===== src/rtl/cpu_pkg.sv =====
// Shared definitions for the microcoded CPU: opcodes, control-word layout, widths.
`timescale 1ns/1ps
package cpu_pkg;

    localparam int unsigned DATA_W_DEF = 8;
    localparam int unsigned ADDR_W_DEF = 4;
    localparam int unsigned CW_W       = 17;

    typedef enum logic [3:0] {
        OP_NOP     = 4'b0000,
        OP_LOADA   = 4'b0001,
        OP_ADD     = 4'b0010,
        OP_SUB     = 4'b0011,
        OP_STOREA  = 4'b0100,
        OP_LOAD_IM = 4'b0101,
        OP_JUMP    = 4'b0110,
        OP_OUT     = 4'b1110,
        OP_HALT    = 4'b1111
    } opcode_t;

    // Bit positions of each strobe inside the 17-bit control word.
    localparam int unsigned CW_CLK_HALT = 16;
    localparam int unsigned CW_PC_OUT   = 15;
    localparam int unsigned CW_PC_INC   = 14;
    localparam int unsigned CW_PC_JUMP  = 13;
    localparam int unsigned CW_A_IN     = 12;
    localparam int unsigned CW_A_OUT    = 11;
    localparam int unsigned CW_B_IN     = 10;
    localparam int unsigned CW_B_OUT    = 9;
    localparam int unsigned CW_I_IN     = 8;
    localparam int unsigned CW_I_OUT    = 7;
    localparam int unsigned CW_MAR_IN   = 6;
    localparam int unsigned CW_RAM_IN   = 5;
    localparam int unsigned CW_RAM_OUT  = 4;
    localparam int unsigned CW_ALU_OUT  = 3;
    localparam int unsigned CW_ALU_SUB  = 2;
    localparam int unsigned CW_FLAGS_IN = 1;
    localparam int unsigned CW_OUT_EN   = 0;

endpackage


===== src/rtl/datapath_alu.sv =====
// Combinational add/subtract unit; subtraction is A + ~B + 1.
`timescale 1ns/1ps
module alu
    import cpu_pkg::*;
#(
    parameter int unsigned DATA_W = DATA_W_DEF
) (
    input  logic [DATA_W-1:0] i_a,
    input  logic [DATA_W-1:0] i_b,
    input  logic              i_sub,
    output logic [DATA_W-1:0] o_result,
    output logic              o_carry,
    output logic              o_zero
);

    logic [DATA_W:0] w_sum;

    // Extended-width sum gives the carry out directly.
    always_comb begin
        w_sum    = {1'b0, i_a} + {1'b0, (i_sub ? ~i_b : i_b)} + {{DATA_W{1'b0}}, i_sub};
        o_result = w_sum[DATA_W-1:0];
        o_carry  = w_sum[DATA_W];
        o_zero   = (w_sum[DATA_W-1:0] == '0);
    end

endmodule


===== src/rtl/datapath.sv =====
// CPU datapath: shared bus, PC, A/B, IR, MAR, RAM, ALU, flags and output register.
`timescale 1ns/1ps
module datapath
    import cpu_pkg::*;
#(
    parameter int unsigned DATA_W        = DATA_W_DEF,
    parameter int unsigned ADDR_W        = ADDR_W_DEF,
    parameter int unsigned RAM_INIT_ZERO = 1
) (
    input  logic              clk,
    input  logic              rst,
    input  logic              clk_halt,
    input  logic              pc_out,
    input  logic              pc_inc,
    input  logic              pc_jump,
    input  logic              a_reg_read_from_bus,
    input  logic              a_reg_write_to_bus,
    input  logic              b_reg_read_from_bus,
    input  logic              b_reg_write_to_bus,
    input  logic              i_reg_read_from_bus,
    input  logic              i_reg_write_to_bus,
    input  logic              mar_read_from_bus,
    input  logic              ram_read_from_bus,
    input  logic              ram_write_to_bus,
    input  logic              alu_out,
    input  logic              alu_subtract,
    input  logic              alu_flags_in,
    input  logic              out_en,
    input  logic              prog_we,
    input  logic [ADDR_W-1:0] prog_addr,
    input  logic [DATA_W-1:0] prog_data,
    output logic [3:0]        instruction,
    output logic              alu_carry,
    output logic              alu_zero,
    output logic [DATA_W-1:0] out_value,
    output logic              halted,
    output logic              bus_conflict,
    output logic [DATA_W-1:0] bus_dbg
);

    localparam int unsigned DEPTH = 1 << ADDR_W;

    logic [ADDR_W-1:0] r_pc, r_mar;
    logic [DATA_W-1:0] r_a, r_b, r_ir, r_out;
    logic              r_carry, r_zero, r_halted, r_conflict;
    logic [DATA_W-1:0] r_ram [DEPTH];

    logic [DATA_W-1:0] w_bus, w_alu_res, w_ram_rd, w_ram_wdata;
    logic [ADDR_W-1:0] w_ram_waddr;
    logic              w_alu_carry, w_alu_zero, w_multi, w_ram_we;

    alu #(.DATA_W(DATA_W)) u_alu (
        .i_a      (r_a),
        .i_b      (r_b),
        .i_sub    (alu_subtract),
        .o_result (w_alu_res),
        .o_carry  (w_alu_carry),
        .o_zero   (w_alu_zero)
    );

    assign w_ram_rd = r_ram[r_mar];

    // Bus is the OR of all enabled drivers; more than one driver is a conflict.
    always_comb begin
        w_bus = '0;
        if (pc_out)             w_bus = w_bus | DATA_W'(r_pc);
        if (i_reg_write_to_bus) w_bus = w_bus | DATA_W'(r_ir[3:0]);
        if (a_reg_write_to_bus) w_bus = w_bus | r_a;
        if (b_reg_write_to_bus) w_bus = w_bus | r_b;
        if (ram_write_to_bus)   w_bus = w_bus | w_ram_rd;
        if (alu_out)            w_bus = w_bus | w_alu_res;
        w_multi = ($countones({pc_out, i_reg_write_to_bus, a_reg_write_to_bus,
                               b_reg_write_to_bus, ram_write_to_bus, alu_out}) > 1);
    end

    // RAM write port arbitration: host load beats the CPU store; host ignores halt.
    always_comb begin
        w_ram_we    = prog_we | (~r_halted & ram_read_from_bus);
        w_ram_waddr = prog_we ? prog_addr : r_mar;
        w_ram_wdata = prog_we ? prog_data : w_bus;
    end

    // Register file, flags and status; strobe-driven loads are frozen while halted.
    always_ff @(posedge clk or posedge rst) begin
        if (rst) begin
            r_pc       <= '0;
            r_mar      <= '0;
            r_a        <= '0;
            r_b        <= '0;
            r_ir       <= '0;
            r_out      <= '0;
            r_carry    <= 1'b0;
            r_zero     <= 1'b0;
            r_halted   <= 1'b0;
            r_conflict <= 1'b0;
        end else begin
            if (w_multi)  r_conflict <= 1'b1;
            if (clk_halt) r_halted   <= 1'b1;
            if (!r_halted) begin
                if (a_reg_read_from_bus) r_a   <= w_bus;
                if (b_reg_read_from_bus) r_b   <= w_bus;
                if (i_reg_read_from_bus) r_ir  <= w_bus;
                if (mar_read_from_bus)   r_mar <= w_bus[ADDR_W-1:0];
                if (out_en)              r_out <= w_bus;
                if (pc_jump)             r_pc  <= w_bus[ADDR_W-1:0];
                else if (pc_inc)         r_pc  <= r_pc + ADDR_W'(1);
                if (alu_flags_in) begin
                    r_carry <= w_alu_carry;
                    r_zero  <= w_alu_zero;
                end
            end
        end
    end

    generate
        if (RAM_INIT_ZERO != 0) begin : g_ram_clr
            // RAM storage, cleared by reset.
            always_ff @(posedge clk or posedge rst) begin
                if (rst) begin
                    for (int unsigned i = 0; i < DEPTH; i++) r_ram[i] <= '0;
                end else if (w_ram_we) begin
                    r_ram[w_ram_waddr] <= w_ram_wdata;
                end
            end
        end else begin : g_ram_keep
            // RAM storage, contents survive reset.
            always_ff @(posedge clk) begin
                if (w_ram_we) r_ram[w_ram_waddr] <= w_ram_wdata;
            end
        end
    endgenerate

    assign instruction  = r_ir[DATA_W-1 -: 4];
    assign alu_carry    = r_carry;
    assign alu_zero     = r_zero;
    assign out_value    = r_out;
    assign halted       = r_halted;
    assign bus_conflict = r_conflict;
    assign bus_dbg      = w_bus;

endmodule


===== config.mk =====
export PLATFORM = sky130hd
export DESIGN_NAME = datapath
export DESIGN_NICKNAME = d
export VERILOG_FILES = /design/src/rtl/cpu_pkg.sv /design/src/rtl/datapath_alu.sv /design/src/rtl/datapath.sv
export SDC_FILE = /design/constraint.sdc
export NUM_CORES = 1
export LEC_CHECK = 0
export CAP_MARGIN = 10
export CORE_MARGIN = 2
export CORE_UTILIZATION = 35
export CTS_BUF_LIST = sky130_fd_sc_hd__clkbuf_2
export CTS_CLUSTER_DIAMETER = 40
export DETAILED_ROUTE_END_ITERATION = 12
export PLACE_DENSITY = 0.55
export SYNTH_ARGS = -nofsm -noshare
export SYNTH_HDL_FRONTEND = slang
export SYNTH_SLANG_ARGS = --single-unit

===== constraint.sdc =====
create_clock -name clk -period 6.05 [get_ports clk]
set_input_delay 0.9075 -clock clk [delete_from_list [all_inputs] [get_ports clk]]
set_output_delay 0.9075 -clock clk [all_outputs]
set_load 0.02 [all_outputs]

==> results of run 1 <==
## cells in the mapped netlist, drive strengths merged, types with 11 or more instances
cell type / instances / area share, %
mux2i: 39 / 4.7
clkbuf: 36 / 1.6
dfrtp: 172 / 51
inv: 19 / 0.84
a22oi: 19 / 1.7
nor2: 15 / 0.66
nand3: 11 / 0.65
nand2: 205 / 9.1
o21ai: 180 / 11
buf: 19 / 2.0
mux4: 14 / 3.9
a21oi: 18 / 1.1
## report_power, final
group	leakage [nW]	internal [W]	switching [W]
clock	0.140	0.000228	0.000403
sequential	2.20	0.00152	0.000226
combinational	1.80	0.000495	0.000663
## layout make-up
| cell class | count | area, sq um |
|---|---|---|
| antenna | 1 | 2.502 |
| clock buffer | 19 | 95.09 |
| clock inverter | 13 | 150.1 |
| fill | 2477 | 14580 |
| inverter | 21 | 83.83 |
| multi-input combinational | 617 | 3829 |
| sequential | 172 | 4305 |
| tap | 324 | 405.4 |
| timing repair buffer | 69 | 655.6 |
## cell families (layout without fill, tap and decap cells)
group / after synthesis / count (layout) / share of synthesized area [%]
compound gates: 260 / 260 / 18.21
xor+xnor: 12 / 12 / 1.236
fa+ha+maj: 13 / 13 / 2.267
buf+inv: 76 / 122 / 4.548
flops: 172 / 172 / 50.63
mux: 57 / 57 / 9.155
other cells: 0 / 1 / 0
simple gates: 275 / 275 / 13.95
## final timing paths
kind                                          start                  endpoint
max reg2reg                    r_mar[2]$_DFFE_PP0P_     r_ram[24]$_DFFE_PP0P_
min in group asynchronous                       rst    r_ram[118]$_DFFE_PP0P_
max                                    alu_subtract                bus_dbg[5]
min                        bus_conflict$_DFFE_PP0N_  bus_conflict$_DFFE_PP0N_
max in group asynchronous                       rst     r_ram[26]$_DFFE_PP0P_
min reg2reg                bus_conflict$_DFFE_PP0N_  bus_conflict$_DFFE_PP0N_
## sequential cells by signal, summed over array words and instances, names as in the netlist
register / cells
alu_carry: 1
alu_zero: 1
bus_conflict: 1
halted: 1
out_value: 8
r_a: 8
r_b: 8
r_ir: 8
r_mar: 4
r_pc: 4
r_ram: 128
## worst reg2reg max path: stages, from the launching register on
cell,delay (ns)
dfrtp_1,0.92
clkinv_1,0.57
a2111oi_0,0.90
a211o_1,0.23
a221oi_2,0.07
buf_4,0.24
a21o_1,0.37
o21ai_0,0.25
## layer usage
| metal | vias to the layer above | routed length (um) | part of all wire [%] |
|---|---|---|---|
| met5 | - | 0 | 0 |
| met4 | 0 | 399 | 1.7 |
| met3 | 20 | 930 | 3.9 |
| met2 | 129 | 11060 | 46 |
| met1 | 3106 | 11410 | 48 |
| li1 | 3096 | - | - |
## through the flow
stage / hold WS (ns) / instance area, sq um / std cells / setup slack, ns / utilization, %
2_1_floorplan: 0.4416 / 8501 / 865 / 0.4824 / -
3_3_place_gp: 0.4496 / 9279 / 1203 / 1.072 / 38.49
3_5_place_dp: 0.4559 / 9279 / 1203 / 1.051 / 38.49
4_1_cts: 0.5096 / 9524 / 1235 / 1.029 / 39.51
5_1_grt: 0.5332 / 9527 / 1236 / 0.8203 / 39.52
6_report: 0.5032 / 9527 / 1236 / 0.9973 / 39.52
==> results_dict.tcl, run 1 <==
set metrics [dict create \
    outcome "finished, final reports clean" \
    reg2reg_slack_ns 2.41 \
    io_pins 56 \
    crit_cells 10 \
    via_per_inst 5.138 \
    firstDrtPassIters 5 \
    wire_per_inst_um 19.26 \
    max-slew-margin-rel_pct 29.13 \
    finalClockSkew_ns 0.03549 \
    grtUsageMet2_pct 30.83 \
    maxSlewViolCount 0 \
    overflow 0 \
    ys_async_sr_fraction_pct 100.0 \
    power_w 0.003534 \
    ir_drop_v 0.0001454 \
    path_clk_slew_ns 0.26 \
    crit_arrival_ns 4.15 \
    ys_ff_latch 172 \
    drive_gt1_share_pct 8.891 \
    yosys.cell_types.count 69 \
    use_met1_pct 27.23 \
    totalNegativeSetupSlack_ns 0 \
    cts_hold_buf 0 \
    maxCapViolCount 0 \
    rsz0062_at_grt "no" \
    root_buffer "clkbuf_2" \
    layout_common_cells "nand2_1, dfrtp_1, o21ai_0" \
    postRouteWirelength_mm 23.80 \
    fp.dieArea_sq_mm 0.02555 \
    cts_buffer_depth 2 \
    cts_tree "done" \
    final_antenna_net_count 0 \
    final_common_cell "nand2_1" \
    dominantRegCellSynth "dfrtp_1" \
    p_per_area_mw_per_mm2 370.9 \
    ys_seq_area_share_pct 50.63 \
    cp.required_ns 5.14 \
    reg2reg_depth 7 \
    cp_slowest_cell "clkdlybuf4s50_1" \
    crit_path_max_incr_delay_ns 0.69 \
    min_path_type "reg -> reg" \
    layout_worst_path_cycle_share_pct 83.52 \
    critPathLaunchType "input pin" \
    leakagePower_nw 4.138 \
    fmax_ghz 0.1979 \
    cts_sinks 172 \
    place_congestion 0.8871 \
    portBuffers 55 \
    synth_area_sq_mm 0.008501 \
    h-tree-depth 4 \
    crit_family "buffers and inverters" \
    dieHeight_um 159.8 \
    drcViolationCount 0 \
    initialDrtViolationCount 441 \
    layout.nets 943 \
    die_x_um 159.8 \
    vias 6351 \
    cts_resized 0 \
    holdPathStages 1 \
    syn_nets 910 \
    finalCriticalPeriod_ns 5.053 \
    post-cts-setup-buffers 0 \
    worstSetupPathType "in -> out" \
    grt-busiest-layer "met2" \
    grt_max_degree 79 \
    dp_hpwl_mm 16.66 \
    yosysWarnings 0 \
    cpMostUsedCell "clkdlybuf4s50_1" \
    crit_fanout 8 \
    grt.total_usage_pct 19.42 \
    grt_pass1_wl_mm 37.60 \
    synth_area_per_cell_sq_um 9.827 \
    clock_latency_ns 0.76 \
    core_sq_mm 0.02411 \
    finalSetupViolCount 0 \
    crit_buf_inv 3 \
    synth_edf_count 0 \
    num_rows 57 \
    endpoint_kind "output pin" \
    met3_usage_pct 3.714 \
    numCtsBuffers 17 \
    hold_viol 0 \
    first_global_vias 6177 \
    area_growth_pct 12.07 \
    cp_cell_sequence "clkdlybuf4s50_1 -> xor2_1 -> ha_1 -> nand4_1 -> o22ai_1 -> o21ai_0 -> and3_1 -> nor2_1 -> inv_1 -> clkdlybuf4s50_1" \
    start_util_pct 35.26 \
    syn_inst 865 \
    antenna_found_initial 1 \
    tightest_slew_ns 1.059 \
]
(Power assumes the default switching activity.)
==> inputs of run 2 (changes only) <==
clock period = 5.15 ns   (was 6.05 ns; I/O delays follow)
==> results_dict.tcl, run 2 (synthesized netlist as in run 1, its figures left out) <==
set metrics [dict create \
    cts_buffer_depth 2 \
    cp_cell_sequence "clkdlybuf4s50_1 -> xor2_1 -> ha_1 -> nand4_1 -> o22ai_1 -> o21ai_0 -> and3_1 -> nor2_1 -> inv_1 -> clkdlybuf4s50_1" \
    grt.total_usage_pct 19.31 \
    final_antenna_net_count 0 \
    h-tree-depth 4 \
    cts_hold_buf 0 \
    first_global_vias 6314 \
    max-slew-margin-rel_pct 32.84 \
    hold_ws_ns 0.5039 \
    finalSetupViolCount 0 \
    crit_fanout 8 \
    grt_max_degree 173 \
    wl_met3_um 945 \
    crit_buf_inv 3 \
    die_x_um 159.8 \
    layout_worst_path_cycle_share_pct 92.21 \
    path_clk_slew_ns 0.26 \
    wl_met2_mm 11.17 \
    finalClockSkew_ns 0.04037 \
    maxCapViolCount 0 \
    antenna_found_initial 1 \
    worstSetupPathType "in -> out" \
    endpoint_kind "output pin" \
    portBuffers 55 \
    final_cell_area_sq_mm 0.009619 \
    layout_common_cells "nand2_1, dfrtp_1, o21ai_0" \
    fp.dieArea_sq_mm 0.02555 \
    p_per_area_mw_per_mm2 441.6 \
    root_buffer "clkbuf_2" \
    cp_slowest_cell "clkdlybuf4s50_1" \
    initialDrtViolationCount 372 \
    area_growth_pct 13.16 \
    placed_cell_area_sq_mm 0.009331 \
    via_per_inst 5.127 \
    totalNegativeSetupSlack_ns 0 \
    numCtsBuffers 17 \
    num_rows 57 \
    crit_path_max_incr_delay_ns 0.70 \
    layout.nets 950 \
    finalCriticalPeriod_ns 4.749 \
    wire_per_inst_um 19.18 \
    drcViolationCount 0 \
    ir_drop_v 0.0001528 \
    maxSlewViolCount 0 \
    overflow 0 \
    clock_latency_ns 0.78 \
    grt_pass1_wl_mm 37.73 \
    final_common_cell "nand2_1" \
    post-cts-setup-buffers 0 \
    fmax_ghz 0.2106 \
    final_core_util_pct 39.90 \
    cts_resized 0 \
    rsz0062_at_grt "no" \
    crit_family "buffers and inverters" \
    crit_arrival_ns 3.98 \
    highest_layer "met4" \
    core_sq_mm 0.02411 \
    tightest_slew_ns 1.007 \
    cpMostUsedCell "clkdlybuf4s50_1" \
    min_path_type "reg -> reg" \
    wl_met1_mm 11.31 \
    outcome "finished, final reports clean" \
    cp.required_ns 4.38 \
    postRouteWirelength_mm 23.86 \
    dieHeight_um 159.8 \
    dp_hpwl_mm 16.54 \
    start_util_pct 35.26 \
    critPathLaunchType "input pin" \
    drive_gt1_share_pct 10.02 \
    firstDrtPassIters 5 \
    largest-register "r_ram" \
    hold_viol 0 \
    vias 6378 \
    place_congestion 0.8431 \
    leakagePower_nw 4.196 \
    io_pins 56 \
    cts_sinks 172 \
    largest_reg_flops 128 \
    cts_tree "done" \
]
[run 2: per-layer routing]
metal  GRT usage, %  vias to the layer above
li1               -                     3115
met1          26.94                     3093
met2          31.37                      144
met3          2.649                       26
met4          6.020                        0
met5              0                        -
[run 2: path summary, 6_finish.rpt]
| check | to | cells past startpoint | startpoint | slack (ns) |
|---|---|---|---|---|
| max | bus_dbg[5] | 10 | alu_subtract | 0.40 |
| min reg2reg | bus_conflict$_DFFE_PP0N_ | 1 | bus_conflict$_DFFE_PP0N_ | 0.50 |
| min | bus_conflict$_DFFE_PP0N_ | 1 | bus_conflict$_DFFE_PP0N_ | 0.50 |
| max in group asynchronous | r_mar[0]$_DFFE_PP0P_ | 3 | rst | 3.79 |
| min in group asynchronous | r_ram[118]$_DFFE_PP0P_ | 3 | rst | 0.53 |
| max reg2reg | r_ram[18]$_DFFE_PP0P_ | 9 | r_mar[0]$_DFFE_PP0P_ | 1.66 |
[run 2: power by group]
part | switching [W] | internal (W)
Combinational | 0.000790 | 0.000594
Sequential | 0.000254 | 0.00178
Clock | 0.000533 | 0.000292
Total | 0.00158 | 0.00267
[run 2: area by class of cell]
class,instances,area (sq um)
Clock inverter,15,197.7
Inverter,21,82.58
Tap cell,324,405.4
Antenna cell,2,5.005
Timing Repair Buffer,76,720.7
Multi-Input combinational cell,617,3817
Clock buffer,17,85.08
Sequential cell,172,4305
Fill cell,2498,14490
[run 2: metrics by stage]
step / cells / setup WS, ns / power (W)
after floorplan: 865 / 1.798 / 0.002966
after global placement: 1210 / 0.4429 / 0.003430
after detailed placement: 1210 / 0.4250 / 0.003463
after CTS: 1242 / 0.3351 / 0.004283
after global routing: 1244 / 0.1561 / 0.004557
final: 1244 / 0.4013 / 0.004248
==> inputs of run 3 (changes only) <==
clock period = 4.67 ns   (was 5.15 ns; I/O delays follow)
==> results_dict.tcl, run 3 (synthesized netlist as in run 1, its figures left out) <==
set metrics [dict create \
    first_global_vias 6281 \
    vias 6411 \
    swShare_pct 36.82 \
    seq_area_sq_mm 0.004305 \
    critPathLaunchType "flip-flop" \
    cp_slowest_cell "dfrtp_2" \
    p_switching_w 0.001681 \
    finalSetupViolCount 0 \
    num_rows 57 \
    drive_gt1_share_pct 10.21 \
    leakagePower_nw 4.209 \
    p_per_area_mw_per_mm2 475.0 \
    power_w 0.004565 \
    min_path_type "in -> async" \
    h-tree-depth 4 \
    post-cts-setup-buffers 0 \
    cp.required_ns 3.97 \
    multi_input_area_sq_mm 0.003817 \
    clock_latency_ns 0.76 \
    maxSlewViolCount 0 \
    tightest_slew_ns 0.8255 \
    largest-register "r_ram" \
    power_frac_seq_pct 49.5 \
    dieHeight_um 159.8 \
    initialDrtViolationCount 419 \
    dp_hpwl_mm 16.98 \
    crit_buf_inv 2 \
    rsz0062_at_grt "no" \
    start_util_pct 35.26 \
    grt_pass1_wl_mm 38.16 \
    via_per_inst 5.141 \
    antenna_found_initial 1 \
    cp_cell_sequence "mux4_1 -> mux4_2 -> a21oi_2 -> inv_2 -> clkdlybuf4s50_1" \
    root_buffer "clkbuf_2" \
    layout_worst_path_cycle_share_pct 96.00 \
    finalCriticalPeriod_ns 4.483 \
    power.share.clock_pct 16.4 \
    numCtsBuffers 17 \
    area_growth_pct 13.04 \
    fp.dieArea_sq_mm 0.02555 \
    combPwrFrac_pct 34.1 \
    maxCapViolCount 0 \
    largest_reg_flops 128 \
    firstDrtPassIters 5 \
    grt.total_usage_pct 19.52 \
    totalNegativeSetupSlack_ns 0 \
    layout_common_cells "nand2_1, dfrtp_1, o21ai_0" \
    overflow 0 \
    max-slew-margin-rel_pct 44.85 \
    final_common_cell "nand2_1" \
    layout.nets 956 \
    cts_sinks 172 \
    final_core_util_pct 39.86 \
    crit_family "multiplexers" \
    cts_buffer_depth 2 \
    path_clk_slew_ns 0.24 \
    core_sq_mm 0.02411 \
    crit_fanout 23 \
    ir_drop_v 0.0001247 \
    crit_arrival_ns 3.78 \
    outcome "finished, final reports clean" \
    wire_per_inst_um 19.39 \
    cts_hold_buf 0 \
    power.internal_w 0.002884 \
    postRouteWirelength_mm 24.18 \
    cts_resized 0 \
    drcViolationCount 0 \
    die_x_um 159.8 \
    cts_tree "done" \
    finalClockSkew_ns 0.03129 \
    worstSetupPathType "reg -> out" \
    endpoint_kind "output pin" \
    hold_viol 0 \
    place_congestion 0.8725 \
    io_pins 56 \
    crit_path_max_incr_delay_ns 0.87 \
    final_antenna_net_count 0 \
    fill_cells 2467 \
    portBuffers 55 \
    grt_max_degree 80 \
    fmax_ghz 0.2231 \
]
-- run 3: routing by layer --
layer	vias to the layer above	wire [um]	global-route usage, %
met5	-	0	0
met4	0	431	5.938
met3	23	1105	2.883
met2	147	11230	30.91
met1	3125	11410	27.83
li1	3116	-	-
-- run 3: metrics by stage --
stage          setup slack (ns)  area [sq um]  cells  hold WS (ns)
2_1_floorplan             1.462          8504    865        0.4416
3_3_place_gp             0.2056          9402   1216        0.4519
3_5_place_dp             0.1782          9402   1216        0.4542
4_1_cts                  0.1132          9602   1245        0.3714
5_1_grt                 0.02059          9609   1247        0.4165
6_report                 0.1867          9609   1247        0.3945
-- run 3: cell type report --
type,count,area share [%]
diodes,2,0.05208
clock buffers,20,1.042
clock inverters,9,1.042
inverters,21,0.8594
multi-input cells,617,39.73
flip-flops and latches,172,44.80
well taps,324,4.219
repair buffers,82,8.255
-- run 3: power by group through the flow --
stage	Combinational (W)	Clock (W)	Sequential, W
after CTS	0.00157	0.000770	0.00226
final	0.00156	0.000747	0.00226
after floorplan	0.00107	0	0.00220
after global routing	0.00175	0.000824	0.00232
after detailed placement	0.00156	0	0.00229
after global placement	0.00154	0	0.00228
-- run 3: final timing paths --
path | startpoint | to | slack (ns) | depth (start not counted)
setup / recovery | r_mar[0]$_DFFE_PP0P_ | bus_dbg[1] | 0.19 | 5
hold / removal | rst | r_ram[115]$_DFFE_PP0P_ | 0.39 | 2
setup reg to reg | r_mar[0]$_DFFE_PP0P_ | r_ram[120]$_DFFE_PP0P_ | 1.34 | 8
hold reg to reg | r_ram[7]$_DFFE_PP0P_ | r_ram[7]$_DFFE_PP0P_ | 0.50 | 2
max in group asynchronous | rst | r_ram[40]$_DFFE_PP0P_ | 3.40 | 3
min in group clk | clk_halt | halted$_DFFE_PP0P_ | 0.49 | 2
